$ cat config.mk
export PLATFORM = sky130hd
export DESIGN_NAME = memory_access_block
export DESIGN_NICKNAME = d
export VERILOG_FILES = /design/src/rtl/memory_access_block_pkg.sv /design/src/rtl/load_store_formatter.sv /design/src/rtl/memory_access_block.sv
export SDC_FILE = /design/constraint.sdc
export NUM_CORES = 1
export LEC_CHECK = 0
export ABC_AREA = 1
export BUFFER_PORTS_ARGS = -buffer_cell sky130_fd_sc_hd__buf_2
export CORE_ASPECT_RATIO = 0.8
export CORE_UTILIZATION = 40
export CTS_CLUSTER_DIAMETER = 40
export DETAILED_ROUTE_END_ITERATION = 7
export GPL_ROUTABILITY_DRIVEN = 0
export PLACE_DENSITY_LB_ADDON = 0.12
export SLEW_MARGIN = 15
export SYNTH_ARGS = -nofsm -noshare
export SYNTH_HDL_FRONTEND = slang
export SYNTH_SLANG_ARGS = --single-unit
$ cat constraint.sdc
create_clock -name clk_i -period 1.7 [get_ports clk_i]
set_input_delay 0.34 -clock clk_i [delete_from_list [all_inputs] [get_ports clk_i]]
set_output_delay 0.34 -clock clk_i [all_outputs]
set_load 0.1 [all_outputs]
$ cat src/rtl/memory_access_block_pkg.sv
// Shared types and opcode constants for the memory stage.
// Thumb opA_opB groups select access size; 0101 sub-codes also pick sign.
package memory_access_block_pkg;

  typedef enum logic {
    MEM_NO_WRITE = 1'b0,
    MEM_WRITE    = 1'b1
  } mem_write_signal;

  typedef enum logic {
    REG_NO_WRITE = 1'b0,
    REG_WRITE    = 1'b1
  } reg_file_write_sig;

  typedef enum logic {
    SRC_ALU = 1'b0,
    SRC_MEM = 1'b1
  } reg_file_data_source;

  typedef enum logic [1:0] {
    SIZE_BYTE,
    SIZE_HALF,
    SIZE_WORD
  } mem_access_size;

  typedef enum logic {
    MEM_IDLE,
    MEM_WAIT_RSP
  } mem_stage_state;

  localparam logic [3:0] OP_GRP_LS   = 4'b0101;
  localparam logic [3:0] OP_GRP_BYTE = 4'b0111;
  localparam logic [3:0] OP_GRP_HALF = 4'b1000;
  localparam logic [2:0] OP_LDRSB    = 3'b011;
  localparam logic [2:0] OP_LDRSH    = 3'b111;

endpackage

$ cat src/rtl/load_store_formatter.sv
// Combinational size decode, byte-lane steering and load extension
// for little-endian Thumb loads/stores.
module load_store_formatter
  import memory_access_block_pkg::*;
#(
  parameter int WORD = 32
) (
  input  logic [6:0]      i_op,
  input  logic [1:0]      i_addr,
  input  logic [WORD-1:0] i_sdata,
  input  logic [WORD-1:0] i_rdata,
  output mem_access_size  o_size,
  output logic            o_sign,
  output logic            o_misalign,
  output logic [3:0]      o_byte_en,
  output logic [WORD-1:0] o_wdata,
  output logic [WORD-1:0] o_ldata
);

  logic [3:0]  w_grp;
  logic [2:0]  w_sub;
  logic [7:0]  w_b;
  logic [15:0] w_h;

  assign w_grp = i_op[6:3];
  assign w_sub = i_op[2:0];
  assign w_b   = i_rdata[{i_addr, 3'b000} +: 8];
  assign w_h   = i_rdata[{i_addr[1], 4'b0000} +: 16];

  assign o_sign = (w_grp == OP_GRP_LS) &&
                  (w_sub == OP_LDRSB || w_sub == OP_LDRSH);

  always_comb begin
    o_size = SIZE_WORD;
    unique case (1'b1)
      (w_grp == OP_GRP_LS): begin
        unique case (w_sub)
          3'b000, 3'b100:         o_size = SIZE_WORD;
          3'b010, 3'b011, 3'b110: o_size = SIZE_BYTE;
          default:                o_size = SIZE_HALF;
        endcase
      end
      (w_grp == OP_GRP_BYTE): o_size = SIZE_BYTE;
      (w_grp == OP_GRP_HALF): o_size = SIZE_HALF;
      default:                o_size = SIZE_WORD;
    endcase
  end

  assign o_misalign = (o_size == SIZE_HALF && i_addr[0]) ||
                      (o_size == SIZE_WORD && i_addr != 2'b00);

  always_comb begin
    o_byte_en = 4'b1111;
    o_wdata   = i_sdata;
    o_ldata   = i_rdata;
    unique case (o_size)
      SIZE_BYTE: begin
        o_byte_en = 4'b0001 << i_addr;
        o_wdata   = {(WORD/8){i_sdata[7:0]}};
        o_ldata   = {{(WORD-8){o_sign & w_b[7]}}, w_b};
      end
      SIZE_HALF: begin
        o_byte_en = i_addr[1] ? 4'b1100 : 4'b0011;
        o_wdata   = {(WORD/16){i_sdata[15:0]}};
        o_ldata   = {{(WORD-16){o_sign & w_h[15]}}, w_h};
      end
      default: ;
    endcase
  end

endmodule

$ cat src/rtl/memory_access_block.sv
// Memory stage: issues data-memory requests from EX/MEM, stalls while
// memory is busy, and drives the MEM/WB pipeline register.
module memory_access_block
  import memory_access_block_pkg::*;
#(
  parameter int WORD       = 32,
  parameter int ADDR_WIDTH = 4
) (
  input  logic                  clk_i,
  input  logic                  reset_n_i,
  input  logic                  is_valid_i,
  input  mem_write_signal       mem_write_en_i,
  input  reg_file_write_sig     reg_file_write_en_i,
  input  reg_file_data_source   reg_file_data_source_i,
  input  logic [6:0]            opA_opB_i,
  input  logic [ADDR_WIDTH-1:0] reg_dest_addr_i,
  input  logic [WORD-1:0]       alu_result_i,
  input  logic [WORD-1:0]       store_data_i,
  output logic                  dmem_req_valid_o,
  input  logic                  dmem_req_ready_i,
  output logic [WORD-1:0]       dmem_addr_o,
  output logic                  dmem_wr_en_o,
  output logic [3:0]            dmem_byte_en_o,
  output logic [WORD-1:0]       dmem_wdata_o,
  input  logic                  dmem_rsp_valid_i,
  input  logic [WORD-1:0]       dmem_rdata_i,
  output logic                  stall_o,
  output logic                  is_valid_o,
  output reg_file_write_sig     reg_file_write_en_o,
  output logic [ADDR_WIDTH-1:0] reg_dest_addr_o,
  output logic [WORD-1:0]       reg_data_o,
  output logic                  align_fault_o
);

  mem_stage_state    r_state, w_next;
  logic              r_valid;
  reg_file_write_sig r_we;
  logic [ADDR_WIDTH-1:0] r_dest;
  logic [WORD-1:0]   r_data;
  logic              r_fault;

  mem_access_size    w_size;
  logic              w_sign;
  logic              w_misalign;
  logic [3:0]        w_be;
  logic [WORD-1:0]   w_wdata;
  logic [WORD-1:0]   w_ldata;

  logic              w_store;
  logic              w_load;
  logic              w_access;
  logic              w_req;
  logic              w_stall;
  logic              w_wb_load;
  reg_file_write_sig w_wb_we;
  logic [WORD-1:0]   w_wb_data;
  logic              w_fault;

  load_store_formatter #(
    .WORD(WORD)
  ) u_fmt (
    .i_op       (opA_opB_i),
    .i_addr     (alu_result_i[1:0]),
    .i_sdata    (store_data_i),
    .i_rdata    (dmem_rdata_i),
    .o_size     (w_size),
    .o_sign     (w_sign),
    .o_misalign (w_misalign),
    .o_byte_en  (w_be),
    .o_wdata    (w_wdata),
    .o_ldata    (w_ldata)
  );

  assign w_store  = (mem_write_en_i == MEM_WRITE);
  assign w_load   = (reg_file_data_source_i == SRC_MEM);
  assign w_access = is_valid_i && (w_store || w_load);

  always_comb begin
    w_next    = r_state;
    w_req     = 1'b0;
    w_stall   = 1'b0;
    w_wb_load = 1'b0;
    w_wb_we   = reg_file_write_en_i;
    w_wb_data = alu_result_i;
    w_fault   = 1'b0;
    unique case (r_state)
      MEM_IDLE: begin
        if (w_access && w_misalign) begin
          w_wb_load = 1'b1;
          w_wb_we   = REG_NO_WRITE;
          w_fault   = 1'b1;
        end else if (w_access) begin
          w_req = 1'b1;
          if (!dmem_req_ready_i) begin
            w_stall = 1'b1;
          end else if (w_store) begin
            w_wb_load = 1'b1;
          end else begin
            w_stall = 1'b1;
            w_next  = MEM_WAIT_RSP;
          end
        end else if (is_valid_i) begin
          w_wb_load = 1'b1;
        end
      end
      MEM_WAIT_RSP: begin
        if (dmem_rsp_valid_i) begin
          w_wb_load = 1'b1;
          w_wb_data = w_ldata;
          w_next    = MEM_IDLE;
        end else begin
          w_stall = 1'b1;
        end
      end
      default: w_next = MEM_IDLE;
    endcase
  end

  always_ff @(posedge clk_i or negedge reset_n_i) begin
    if (!reset_n_i) begin
      r_state <= MEM_IDLE;
      r_valid <= 1'b0;
      r_we    <= REG_NO_WRITE;
      r_dest  <= '0;
      r_data  <= '0;
      r_fault <= 1'b0;
    end else begin
      r_state <= w_next;
      r_fault <= w_fault;
      if (w_wb_load) begin
        r_valid <= 1'b1;
        r_we    <= w_wb_we;
        r_dest  <= reg_dest_addr_i;
        r_data  <= w_wb_data;
      end else begin
        r_valid <= 1'b0;
        r_we    <= REG_NO_WRITE;
      end
    end
  end

  // loads read the whole word; lane selection happens on the response
  assign dmem_req_valid_o    = w_req;
  assign dmem_addr_o         = {alu_result_i[WORD-1:2], 2'b00};
  assign dmem_wr_en_o        = w_store;
  assign dmem_byte_en_o      = w_store ? w_be : 4'b1111;
  assign dmem_wdata_o        = w_wdata;
  assign stall_o             = w_stall;
  assign is_valid_o          = r_valid;
  assign reg_file_write_en_o = r_we;
  assign reg_dest_addr_o     = r_dest;
  assign reg_data_o          = r_data;
  assign align_fault_o       = r_fault;

endmodule

==> impl_metrics.toml <==
[critical_path]
critical_path.n_buffers_inverters = 5
worstPathCellList = "buf_12 -> inv_12 -> nand2_4 -> nor2_4 -> nand2_4 -> nand2_4 -> buf_4 -> nor2_4 -> buf_4 -> a22oi_2 -> nand2_4 -> buf_12"
timing.critical_path.depth = 12
setup.worst_path.class = "in2out"
timing.critical_path.from = "opA_opB_i[4]"
worst_r2r_startpoint = "r_state"
critPathMaxStageDelay_ns = 0.25
setup.reg_to_reg.worst_slack_ns = 0.22
crit_end = "dmem_wdata_o[15]"
reg2reg_to = "reg_data_o[13]"
critPathSlowestCell = "a22oi_2"
worst_path_most_repeated_cell = "nand2_4"
startpoint_type = "input pin"
critical_path.top_delay_family = "buffers and inverters"
timing.critical_path.required_ns = 1.36
path_max_fanout = 3
worstSetupEndpointType = "output port"
arrival_ns = 1.65
rr_worst_depth = 5

[power]
pd_cells_nw_per_um2 = 988.9
cellLeakagePower_nw = 3.407
design_power_total_mw = 6.252
peakVddDrop_uv = 790.7

[synth]
yosys_warnings = 0
syn_area_per_cell_um2 = 6.296
synth_top_area_share = 0.2654
number_of_flip_flops_and_latches_in_the_synthesized_netlist = 40
yosysSeqAreaShare = 0.2654
synth_top_cell_by_area = "dfrtp_1"
synth.cell_area_um2 = 3771
yosys-top-cells-area = "dfrtp_1 (27%), nand2_1 (18%), nand3_1 (10%)"
postSynthCellCount = 599
post_synth_num_cell_types = 29

[finish]
post_route_cells_drive_above_1_share = 0.5228
antennaDiodeCount = 0
syn_to_layout_area_delta_pct = 67.65
final_nets = 926
final_core_util = 0.6936
post-route-cell-area_um2 = 6322

[sta]
clock.fmax_mhz = 501.6
timing.final.ws_setup_ns = -0.2935
endpoints_failing_hold = 0
finalWorstPathRequiredPeriod_ns = 1.994
drv_slew = 0
post-route-period-util = 1.173
tightestPinTransition_ns = 0.5173
rsz0062_at_grt = "true"
setup_viol = 36
fin_skew_ns = 0.005371
max-slew-margin-rel = 0.6552

[global_routing]
grt_antenna_before_repair = 0
grt_first_pass_wirelength_mm = 21.42
final_global_route_overflow_total = 0
grt.total_usage = 0.2728
grt_pass1_vias = 4342
grt_start_max_net_pins = 41

[flow_run]
drv.max_cap_violation_count = 0

[run_status]
violations = "setup timing"
run_status = "complete, but fails checks"

[placement]
post-dp-hpwl_mm = 10.71
detailed_place.area_um2 = 5849
port_buffers = 222

[route]
vias_per_inst = 5.028
drt_drc_violations_left = 0
routed_wirelength_mm = 13.73
detailedRoute.firstIterationViolations = 336
antenna_left = 0
drt-pass1-iter-count = 5
dr_total_vias = 4656
routed_wire_length_per_instance_um = 14.83

[cts]
clock_sinks = 40
clock_path_buffers = 2
cts_tree = "built"
ctsRootBufferMaster = "clkbuf_16"
cts.clk_slew.worst_paths_ns = 0.06
tritoncts.num_buffers = 5
cts-htree-levels = 2
clock_insertion_delay_worst_skew_ns = 0.28
cts_hold_buf = 0

[floorplanning]
floorplan.core_area_um2 = 9115
die_area_um2 = 9822
die_w_um = 110.6
floorplan.io_pins = 225
starting_density = 0.4137
placementRows = 31
die_height_um = 88.85

[hold_path]
hold_path.class = "in2async"
-- repair_timing --
| item | 4_1_cts | 5_1_grt |
|---|---|---|
| setup endpoints to repair | 31 | 67 |
| buffers inserted | 7 | 4 |
| gates resized for setup | 57 | 7 |
| pin swaps | 13 | 9 |
| cloned | 0 | 2 |
| endpoints found under the hold margin | 0 | 0 |
-- per-stage QoR --
stage / hold WS (ns) / std cells / TNS [ns] / setup WS (ns)
5_1_grt: 0.1832 / 926 / -10.63 / -0.3640
2_1_floorplan: 0.04441 / 600 / -3.528 / -0.4310
6_report: 0.1165 / 926 / -6.480 / -0.2935
3_3_place_gp: 0.4345 / 906 / -14.39 / -0.3485
4_1_cts: 0.1419 / 920 / -5.440 / -0.2607
3_5_place_dp: 0.4339 / 906 / -17.80 / -0.3801
-- per-layer routing --
layer,up-vias,track usage,share of wire
li1,2274,-,-
met1,2123,0.3587,0.42
met2,239,0.4828,0.48
met3,20,0.03493,0.079
met4,0,0.06303,0.017
met5,-,0,0
-- layout make-up --
class,count,area (µm²)
flip-flops and latches,40,1001
repair buffers,277,2157
inverters,47,215.2
multi-input cells,440,2653
well taps,115,143.9
fillers,753,2793
clock buffers,7,152.6
-- placed cells by master, fill, tap and decap left out, types with 12 or more instances in the layout --
master,n
nand2_2,22
a21oi_1,25
o21ai_4,12
buf_4,36
buf_12,36
buf_6,14
nand3_1,70
buf_2,188
inv_1,32
nand2_1,149
nand2_4,17
dfrtp_1,40
or2_2,31
nor2_1,45
-- state kept, by name, indices dropped and copies added, names as in the netlist --
| signal | count |
|---|---|
| r_state | 1 |
| reg_file_write_en_o | 1 |
| is_valid_o | 1 |
| reg_dest_addr_o | 4 |
| reg_data_o | 32 |
| align_fault_o | 1 |
-- how the worst min path moves through the flow --
stage | end | slack (ns) | start | cells past startpoint
global route | reg_data_o[29] | 0.18 | reset_n_i | 2
detailed placement | reg_data_o[26] | 0.43 | reset_n_i | 2
CTS | reg_data_o[26] | 0.14 | reset_n_i | 2
finish | reg_data_o[26] | 0.12 | reset_n_i | 2
global placement | reg_data_o[26] | 0.43 | reset_n_i | 2
floorplan | align_fault_o | 0.04 | reset_n_i | 0
-- cells by family (layout without fill, tap and decap cells) --
kind of cell	Yosys count	in the layout	share of synthesized area
other cells	1	2	0.0009944
compound gates	56	56	0.07797
flops	40	40	0.2654
simple gates	382	382	0.4738
buf+inv	120	331	0.1818
-- where the power goes --
group          leakage (nW)  internal, mW  switching [mW]
registers             0.489          1.15           0.104
clock network        0.0760         0.616           0.357
logic                  2.84         0.919            3.11
-- synth_stat cells --
library cell and n:
nand2_1 184, nand3_1 77, nor2_1 57, inv_1 44, buf_4 42, dfrtp_1 40
or2_2 31, a21oi_1 26, o21ai_0 17, buf_2 11, o21ai_1 11, clkbuf_1 10
buf_6 7, nand3b_1 7, nand2_2 6, nand2_4 6, nand3_2 6, inv_2 3
nor2_2 3, buf_1 2, a21oi_4 1, a22oi_1 1, buf_8 1, conb_1 1
nand2_8 1, nand3_4 1, nand3b_2 1, nand4_1 1, nor2_4 1
Power figures use the tool's default switching activity.
